$ cat src/rtl/pipe_ctrl.sv
`default_nettype none
// +--------------------------------------------------------------------------+
// | Module   : pipe_ctrl                                                     |
// | Purpose  : Stall/flush scheduler for the 5-stage core. Drives the        |
// |            pipeline-register hold/flush controls and the PC redirect      |
// |            port, and sequences interrupt entry (drain, redirect, bubble). |
// | Options  : PIPE_CTRL_MEM_TIMEOUT_EN - adds a memory-wait timeout counter |
// |            that pulses bus_err_o; otherwise bus_err_o is tied low.       |
// | Revision : 1.0 - initial release                                         |
// +--------------------------------------------------------------------------+
module pipe_ctrl #(
   parameter int DATA_WIDTH   = 32,
   parameter int DRAIN_CYCLES = 2,
   parameter int MEM_TIMEOUT  = 16
) (
   input  logic                  clk,
   input  logic                  rst,
   input  logic                  mem_busy_i,
   input  logic                  br_taken_i,
   input  logic [DATA_WIDTH-1:0] br_target_i,
   input  logic                  ld_use_i,
   input  logic                  irq_i,
   input  logic [DATA_WIDTH-1:0] irq_vec_i,
   input  logic [DATA_WIDTH-1:0] id_pc_i,
   output logic                  hold_pc_o,
   output logic                  hold_if_id_o,
   output logic                  flush_if_id_o,
   output logic                  flush_id_ex_o,
   output logic                  hold_id_ex_o,
   output logic                  hold_ex_mem_o,
   output logic                  pc_set_o,
   output logic [DATA_WIDTH-1:0] pc_set_val_o,
   output logic [DATA_WIDTH-1:0] epc_o,
   output logic                  irq_ack_o,
   output logic                  bus_err_o
);

   localparam int DRAIN_W = (DRAIN_CYCLES > 1) ? $clog2(DRAIN_CYCLES) : 1;

   // The drain counter is loaded with DRAIN_CYCLES-1 and the jump happens
   // after the cycle in which it reads zero, giving DRAIN_CYCLES bubbles.
   localparam logic [DRAIN_W-1:0] c_drain_load = DRAIN_W'(DRAIN_CYCLES - 1);

   localparam logic [1:0] c_st_run       = 2'd0;
   localparam logic [1:0] c_st_redirect  = 2'd1;
   localparam logic [1:0] c_st_irq_drain = 2'd2;
   localparam logic [1:0] c_st_irq_jump  = 2'd3;

   // A zero-length drain would let the redirect overtake EX/MEM instructions.
   if (DRAIN_CYCLES < 1 || MEM_TIMEOUT < 1) begin : g_bad_param
      $error("pipe_ctrl: DRAIN_CYCLES and MEM_TIMEOUT must be at least 1");
   end

   logic [1:0]            r_state;
   logic [DRAIN_W-1:0]    r_drain_cnt;
   logic [DATA_WIDTH-1:0] r_epc;
   logic [1:0]            w_next_state;
   logic [DRAIN_W-1:0]    w_next_drain;
   logic                  w_epc_load;

   assign epc_o = r_epc;

   // Decode controls and next state; mem_busy_i freezes everything and wins.
   always_comb begin
      hold_pc_o     = 1'b0;
      hold_if_id_o  = 1'b0;
      flush_if_id_o = 1'b0;
      flush_id_ex_o = 1'b0;
      hold_id_ex_o  = 1'b0;
      hold_ex_mem_o = 1'b0;
      pc_set_o      = 1'b0;
      pc_set_val_o  = '0;
      irq_ack_o     = 1'b0;
      w_next_state  = r_state;
      w_next_drain  = r_drain_cnt;
      w_epc_load    = 1'b0;
      if (!rst) begin
         if (mem_busy_i) begin
            hold_pc_o     = 1'b1;
            hold_if_id_o  = 1'b1;
            hold_id_ex_o  = 1'b1;
            hold_ex_mem_o = 1'b1;
         end else begin
            case (r_state)
               c_st_run: begin
                  if (br_taken_i) begin
                     pc_set_o      = 1'b1;
                     pc_set_val_o  = br_target_i;
                     flush_if_id_o = 1'b1;
                     flush_id_ex_o = 1'b1;
                     w_next_state  = c_st_redirect;
                  end else if (irq_i) begin
                     hold_pc_o     = 1'b1;
                     hold_if_id_o  = 1'b1;
                     flush_id_ex_o = 1'b1;
                     w_epc_load    = 1'b1;
                     w_next_drain  = c_drain_load;
                     w_next_state  = c_st_irq_drain;
                  end else if (ld_use_i) begin
                     hold_pc_o     = 1'b1;
                     hold_if_id_o  = 1'b1;
                     flush_id_ex_o = 1'b1;
                  end
               end
               c_st_redirect: begin
                  // Kill the instruction fetched from the stale PC.
                  flush_if_id_o = 1'b1;
                  w_next_state  = c_st_run;
               end
               c_st_irq_drain: begin
                  hold_pc_o     = 1'b1;
                  hold_if_id_o  = 1'b1;
                  flush_id_ex_o = 1'b1;
                  if (r_drain_cnt == '0) begin
                     w_next_state = c_st_irq_jump;
                  end else begin
                     w_next_drain = r_drain_cnt - DRAIN_W'(1);
                  end
               end
               c_st_irq_jump: begin
                  pc_set_o      = 1'b1;
                  pc_set_val_o  = irq_vec_i;
                  irq_ack_o     = 1'b1;
                  flush_if_id_o = 1'b1;
                  flush_id_ex_o = 1'b1;
                  w_next_state  = c_st_redirect;
               end
               default: begin
                  w_next_state = c_st_run;
               end
            endcase
         end
      end
   end

   // Sequencer state, drain counter and captured return address.
   always_ff @(posedge clk or posedge rst) begin
      if (rst) begin
         r_state     <= c_st_run;
         r_drain_cnt <= '0;
         r_epc       <= '0;
      end else begin
         r_state     <= w_next_state;
         r_drain_cnt <= w_next_drain;
         if (w_epc_load) begin
            r_epc <= id_pc_i;
         end
      end
   end

`ifdef PIPE_CTRL_MEM_TIMEOUT_EN
   localparam int TO_W = $clog2(MEM_TIMEOUT + 1);
   localparam logic [TO_W-1:0] c_to_max  = TO_W'(MEM_TIMEOUT);
   localparam logic [TO_W-1:0] c_to_last = TO_W'(MEM_TIMEOUT - 1);

   logic [TO_W-1:0] r_busy_cnt;

   // Count consecutive busy cycles, saturating so the error pulses only once.
   always_ff @(posedge clk or posedge rst) begin
      if (rst) begin
         r_busy_cnt <= '0;
      end else if (!mem_busy_i) begin
         r_busy_cnt <= '0;
      end else if (r_busy_cnt != c_to_max) begin
         r_busy_cnt <= r_busy_cnt + TO_W'(1);
      end
   end

   assign bus_err_o = !rst && mem_busy_i && (r_busy_cnt == c_to_last);
`else
   assign bus_err_o = 1'b0;
`endif

endmodule
`default_nettype wire

$ cat config.mk
export PLATFORM = sky130hd
export DESIGN_NAME = pipe_ctrl
export DESIGN_NICKNAME = d
export VERILOG_FILES = /design/src/rtl/pipe_ctrl.sv
export SDC_FILE = /design/constraint.sdc
export NUM_CORES = 1
export LEC_CHECK = 0
export ABC_AREA = 1
export BUFFER_PORTS_ARGS = -buffer_cell sky130_fd_sc_hd__buf_2
export CAP_MARGIN = 10
export CORE_MARGIN = 3
export CORE_UTILIZATION = 43
export CTS_CLUSTER_SIZE = 8
export DETAILED_ROUTE_END_ITERATION = 8
export PLACE_DENSITY_LB_ADDON = 0.25
export RECOVER_POWER = 100
export REMOVE_ABC_BUFFERS = 1
export SLEW_MARGIN = 20
export SYNTH_ARGS = -nofsm -noshare
export SYNTH_HDL_FRONTEND = slang
export SYNTH_SLANG_ARGS = --single-unit
$ cat constraint.sdc
create_clock -name clk -period 3.56 [get_ports clk]
set_input_delay 0.356 -clock clk [delete_from_list [all_inputs] [get_ports clk]]
set_output_delay 0.356 -clock clk [all_outputs]
set_load 0.02 [all_outputs]
# After elaboration in Yosys (flattened, before gate mapping)
# Cells that the tools add are included.
# word_totals
reg_bits	35
input_bits	102
word_cells	58
# classes
n_addsub	1
eq_ne	7
muxes	39
bitwise	2
n_reduce_logical	6
# op_table
op	n
32-bit 2-to-1 mux	3
32-bit case mux with 2 select lines	1
1-bit 2-to-1 mux	26
1-bit case mux with 2 select lines	5
2-bit case mux with 4 select lines	1
2-bit 2-to-1 mux	3
2-bit != test (second input constant)	3
5-bit AND reduction	1
2-bit == test (second input constant)	2
4-bit AND reduction	1
2-bit OR reduction	2
3-bit != test (second input constant)	1
2-bit by 1-bit == test with 1-bit output (second input constant)	1
2-bit zero test	1
1-bit NOT	2
2-bit nonzero test	1
1-bit subtractor (second input constant)	1

# Depth between registers and ports, before layout
# Gate-level depths: netlist of run 1.
# depth
depth_word	6
mapped_depth	8

# Least setup slack after synthesis of run 1
# OpenSTA, ideal clock, no wires.
# synth_path
kind	reg-to-output
startpoint	reg r_state[0]
endpoint	out hold_pc_o
arrival_ns	1.545
path_slack_ns	1.659
path_stages_with_launch	8
path_cell_list	dfrtp_1 inv_1 ha_1 inv_1 nor2_1 nand2_1 a21oi_1 buf_4
# synth_between
elab_chain_cells	4
# synth_lines
element	line_no	source
start, declared	54	logic [1:0] r_state;
start signal, assigned	139	r_state <= c_st_run;
start signal, assigned	143	r_state <= w_next_state;
2-bit == test / 2-bit zero test (equally long branches)	-	
1-bit case mux with 2 select lines *	-	
1-bit 2-to-1 mux * (2 in a row)	-	
end, declared	25	output logic hold_pc_o,
# Every way passes the cells marked *; elsewhere a longest branch is shown, timed or not.

# Final worst setup path of run 1
# layout_path
startpoint	reg r_state[0]
endpoint	out pc_set_val_o[25]
# layout_between
elab_chain_cells	4
# layout_lines
element	line_no	source
2-bit == test / 2-bit zero test (equally long branches)	84	case (r_state)
32-bit case mux with 2 select lines *	84	
32-bit 2-to-1 mux *	78	if (mem_busy_i) begin
32-bit 2-to-1 mux *	77	if (!rst) begin
end, declared	32	output logic [DATA_WIDTH-1:0] pc_set_val_o,
# Marks and branches as above.

==> results of run 1 <==
==> synthesized netlist by cell type, drive strengths merged <==
library cell  instances  area share (%)
conb                  1            0.17
inv                  48             7.9
clkbuf                3            0.50
o21ai                32              12
nand3                 4             1.4
buf                  16             5.5
a21oi                35             7.7
nand2               124              21
dfrtp                35              39
nor2                  9             1.8
ha                    6             3.3
==> worst paths after layout <==
kind,startpoint,end,cells after the start
hold reg to reg,r_drain_cnt,r_drain_cnt,2
setup reg to reg,r_state[0],epc_o[31],6
hold / removal,id_pc_i[3],epc_o[3],3
min in group asynchronous,rst,epc_o[4],3
setup / recovery,r_state[0],pc_set_val_o[25],6
max in group asynchronous,rst,r_state[0],3
==> metal layers <==
layer	GRT usage, %	up-vias	wire [um]
met5	0	-	0
met4	7.34	0	134
met3	6.19	12	691
met2	35.4	106	3240
met1	23.9	1084	2490
li1	-	1271	-
==> critical path, stage by stage (launching register included) <==
cell and delay [ps]:
dfrtp_1 420, inv_1 100, ha_1 290, inv_1 50, nand2_1 550, a21oi_1 430
clkbuf_1 270
==> cell type report <==
| cell class | instances | area (um2) | share of cell area [%] |
|---|---|---|---|
| well taps | 67 | 83.8 | 2.79 |
| flip-flops and latches | 35 | 876 | 29.2 |
| clock buffers | 6 | 82.6 | 2.75 |
| inverters | 48 | 180 | 6.00 |
| clock inverters | 2 | 38.8 | 1.29 |
| repair buffers | 175 | 787 | 26.2 |
| multi-input cells | 211 | 953 | 31.8 |
==> state kept, by name, summed over array words and instances (netlist names) <==
| signal | count |
|---|---|
| epc_o | 32 |
| r_drain_cnt | 1 |
| r_state | 2 |
==> power by group through the flow <==
stage | registers, mW | logic, mW | clock network (mW)
5_1_grt | 0.719 | 1.11 | 0.402
2_1_floorplan | 0.898 | 0.545 | 0
3_5_place_dp | 0.688 | 1.15 | 0
4_1_cts | 0.684 | 1.15 | 0.383
6_report | 0.689 | 0.985 | 0.374
3_3_place_gp | 0.684 | 1.12 | 0
==> kinds of logic after synthesis <==
family	count (synthesis)	share of synthesized area [%]
compound gates	67	20.1
fa+ha+maj	6	3.31
buf+inv	67	14.0
flops	35	38.6
other cells	1	0.165
simple gates	137	23.9
==> impl_metrics.env, run 1 <==
export IMPL_syn2layout_area_growth_pct=32.3
export IMPL_drc=0
export IMPL_hold_viol_final=0
export IMPL_drive_gt1_share_pct=23.9
export IMPL_timing_critical_path_required_ps=3200
export IMPL_numCtsBuffers=5
export IMPL_drt_iter0_drc=83
export IMPL_ys_types=16
export IMPL_finalSetupTns_ps=0
export IMPL_clock_skew_ps=11.8
export IMPL_grt_max_degree=65
export IMPL_layout_common_cells="nand2_1, buf_2, clkbuf_1, inv_1"
export IMPL_maxCapViolations=1
export IMPL_clk_latency_ps=280
export IMPL_end_kind="output port"
export IMPL_irDropWorstVdd_uv=439
export IMPL_root_buffer="clkbuf_8"
export IMPL_htreeDepth=2
export IMPL_ant_nets=0
export IMPL_postCtsSetupBuffers=0
export IMPL_fill_cells=540
export IMPL_dpl_hpwl_um=5060
export IMPL_status="complete, but fails checks"
export IMPL_p_total_mw=2.05
export IMPL_relSlewSlack_pct=-22.7
export IMPL_post_route_min_period_ps=2750
export IMPL_placed_area_um2=3100
export IMPL_cts_tree="done"
export IMPL_combPwrFrac_pct=48.1
export IMPL_syn_area_um2=2270
export IMPL_rsz0062_at_grt="false"
export IMPL_fin_ws_ps=808
export IMPL_die_w_um=78.6
export IMPL_start_kind="flip-flop"
export IMPL_ys_ff_latch=35
export IMPL_cp_max_fo=33
export IMPL_place_congestion=0.866
export IMPL_post_cts_resized=0
export IMPL_internal_power_mw=1.10
export IMPL_path_class="reg -> out"
export IMPL_port_buffers=173
export IMPL_grt_ovfl_total=0
export IMPL_cts_buffer_depth=2
export IMPL_postSynthCellCount=313
export IMPL_grt_usage_pct=20.5
export IMPL_rows=25
export IMPL_routed_via_density=4.55
export IMPL_dieArea_um2=6180
export IMPL_first_global_vias=2189
export IMPL_final_util_pct=61.1
export IMPL_pwr_share_seq_pct=33.6
export IMPL_numClockSinks=35
export IMPL_r2r_slack_ps=1270
export IMPL_synth_area_per_cell_um2=7.25
export IMPL_initial_utilization_pct=46.2
export IMPL_num_antenna_cells=0
export IMPL_clock_fmax_mhz=363
export IMPL_tightest_slew_ps=1840
export IMPL_power_share_clock_pct=18.3
export IMPL_seq_area_frac_synth_pct=38.6
export IMPL_core_area_um2=4910
export IMPL_antenna_found_initial=0
export IMPL_path_clk_slew_ps=70
export IMPL_p_leak_nw=1.61
export IMPL_firstDrtPassIters=4
export IMPL_ys_warn_count=0
export IMPL_setup_viol=0
export IMPL_swShare_pct=46.2
export IMPL_grt_pass1_wl_um=10200
export IMPL_violations="max-capacitance violations, max-slew violations"
export IMPL_cellPowerDensity_nw_per_um2=682
export IMPL_final_max_slew_viol_count=36
export IMPL_dp_worst_setup_slack_ps=1180
export IMPL_layout_cells_non_filler=544
export IMPL_timing_final_crit_share_pct=77.3
export IMPL_drt_wl_total_um=6550
export IMPL_io_pin_count=175
export IMPL_fp_dieH_um=78.6
export IMPL_final_common_cell="nand2_1"
export IMPL_avgRoutedWirePerCell_um=12.0
export IMPL_final_nets=584
export IMPL_cp_arrival_ps=2400
export IMPL_hold_ws_ps=310
export IMPL_dp_cells=536
export IMPL_holdCritPathClass="in -> reg"
export IMPL_vias=2473
export IMPL_design_area_um2=3000
export IMPL_p_sw_uw=947
export IMPL_hold_buffers=0
(Power assumes the default switching activity.)
==> inputs of run 2 (changes only) <==
CORE_UTILIZATION = 40   (was 43)
clock period = 2.7 ns   (was 3.56 ns; I/O delays follow)
==> run 2 against run 1 <==
The flow now finishes without violations. First-iteration DRC count fell by 14%. Largest cell class unchanged. Clock-buffer cell count unchanged. Die area is 6.9% higher.
==> impl_metrics.env, run 2 (synthesis results as in run 1) <==
export IMPL_status="completed"
export IMPL_finalSetupTns_ps=0
export IMPL_internal_power_mw=1.33
export IMPL_cp_max_fo=33
export IMPL_io_pin_count=175
export IMPL_syn2layout_area_growth_pct=31.4
export IMPL_port_buffers=173
export IMPL_final_nets=585
export IMPL_routed_via_density=4.51
export IMPL_swShare_pct=48.4
export IMPL_cts_buffer_depth=2
export IMPL_drive_gt1_share_pct=23.6
export IMPL_combPwrFrac_pct=50.6
export IMPL_crit_start="r_state[0]"
export IMPL_dp_cells=540
export IMPL_drc=0
export IMPL_place_congestion=0.817
export IMPL_power_share_clock_pct=13.8
export IMPL_fin_ws_ps=395
export IMPL_slowest_stage="dfrtp_1"
export IMPL_cts_tree="done"
export IMPL_layout_cells_non_filler=548
export IMPL_core_area_um2=5300
export IMPL_post_route_min_period_ps=2310
export IMPL_cellPowerDensity_nw_per_um2=865
export IMPL_p_leak_nw=1.59
export IMPL_numCtsBuffers=5
export IMPL_dieArea_um2=6610
export IMPL_setup_viol=0
export IMPL_cp_arrival_ps=2040
export IMPL_path_class="reg -> out"
export IMPL_clk_latency_ps=280
export IMPL_avgRoutedWirePerCell_um=11.9
export IMPL_clock_skew_ps=4.87
export IMPL_p_total_mw=2.58
export IMPL_grt_max_degree=65
export IMPL_slowest_delay_ps=410
export IMPL_postCtsSetupBuffers=0
export IMPL_layout_common_cells="nand2_1, buf_2, clkbuf_1, inv_1"
export IMPL_hold_buffers=0
export IMPL_pwr_share_seq_pct=35.5
export IMPL_final_max_slew_viol_count=0
export IMPL_grt_ovfl_total=0
export IMPL_num_antenna_cells=0
export IMPL_fp_dieH_um=81.3
export IMPL_path_cells="inv_1 -> ha_1 -> inv_1 -> nand2_2 -> a21oi_1 -> clkbuf_1"
export IMPL_crit_buf_inv=3
export IMPL_multi_input_area_um2=960
export IMPL_placed_area_um2=3110
export IMPL_rows=26
export IMPL_path_clk_slew_ps=70
export IMPL_irDropWorstVdd_uv=598
export IMPL_largest_reg_flops=32
export IMPL_die_w_um=81.3
export IMPL_drt_wl_total_um=6510
export IMPL_grt_usage_pct=18.1
export IMPL_firstDrtPassIters=4
export IMPL_dp_worst_setup_slack_ps=668
export IMPL_design_area_um2=2980
export IMPL_fill_cells=599
export IMPL_cpMostUsedCell="inv_1"
export IMPL_first_global_vias=2135
export IMPL_dpl_hpwl_um=5140
export IMPL_post_cts_resized=0
export IMPL_start_kind="flip-flop"
export IMPL_drt_iter0_drc=71
export IMPL_p_sw_mw=1.25
export IMPL_initial_utilization_pct=42.8
export IMPL_hold_viol_final=0
export IMPL_tightest_slew_ps=1140
export IMPL_grt_pass1_wl_um=9560
export IMPL_timing_rr_start="r_state[0]"
export IMPL_root_buffer="clkbuf_8"
export IMPL_final_common_cell="nand2_1"
export IMPL_htreeDepth=2
export IMPL_cp_top_family="buffers and inverters"
export IMPL_antenna_found_initial=0
export IMPL_clock_fmax_mhz=434
export IMPL_timing_final_crit_share_pct=85.4
export IMPL_maxCapViolations=0
export IMPL_final_util_pct=56.2
export IMPL_vias=2473
export IMPL_end_kind="output port"
export IMPL_numClockSinks=35
export IMPL_seqCellArea_um2=876
export IMPL_ant_nets=0
export IMPL_hold_ws_ps=125
export IMPL_rsz0062_at_grt="false"
export IMPL_holdCritPathClass="in -> async"
export IMPL_relSlewSlack_pct=24.2
export IMPL_timing_critical_path_required_ps=2430
==> run 2: power groups by stage <==
stage          Sequential, mW  Combinational (mW)  Clock, mW
5_1_grt                 0.952                1.46      0.397
3_3_place_gp            0.918                1.47          0
3_5_place_dp            0.912                1.52          0
2_1_floorplan            1.18               0.718          0
4_1_cts                 0.913                1.52      0.374
6_report                0.917                1.31      0.357
==> run 2: path summary, 6_finish.rpt <==
check	end	slack [ps]	cells past startpoint
max	pc_set_val_o[2]	390	6
max reg2reg	epc_o[6]	900	7
min in group clk	epc_o[15]	230	3
min	epc_o[8]	130	2
max in group asynchronous	epc_o[20]	1150	3
min reg2reg	epc_o[31]	480	2
==> run 2: cell type report <==
cell class / instances / share of cell area (%)
clock buffer: 6 / 2.43
clock inverter: 2 / 0.420
inverter: 48 / 6.04
multi-input combinational: 211 / 32.2
sequential: 35 / 29.4
tap: 70 / 2.94
timing repair buffer: 176 / 26.6
==> run 2: layer usage <==
| metal | vias to the layer above | wire length (um) | track usage (%) |
|---|---|---|---|
| met5 | - | 0 | 0 |
| met1 | 1072 | 2550 | 20.5 |
| met2 | 121 | 3140 | 33.0 |
| met4 | 0 | 70 | 3.55 |
| li1 | 1274 | - | - |
| met3 | 6 | 756 | 5.88 |
==> run 2: worst register-to-register path, cell delays in order, from the launching register on <==
cell     delay [ps]
dfrtp_1         420
inv_1           120
ha_1            200
nand2_1          60
inv_1            80
nand3_4         440
nand2_1         240
o21ai_0         100
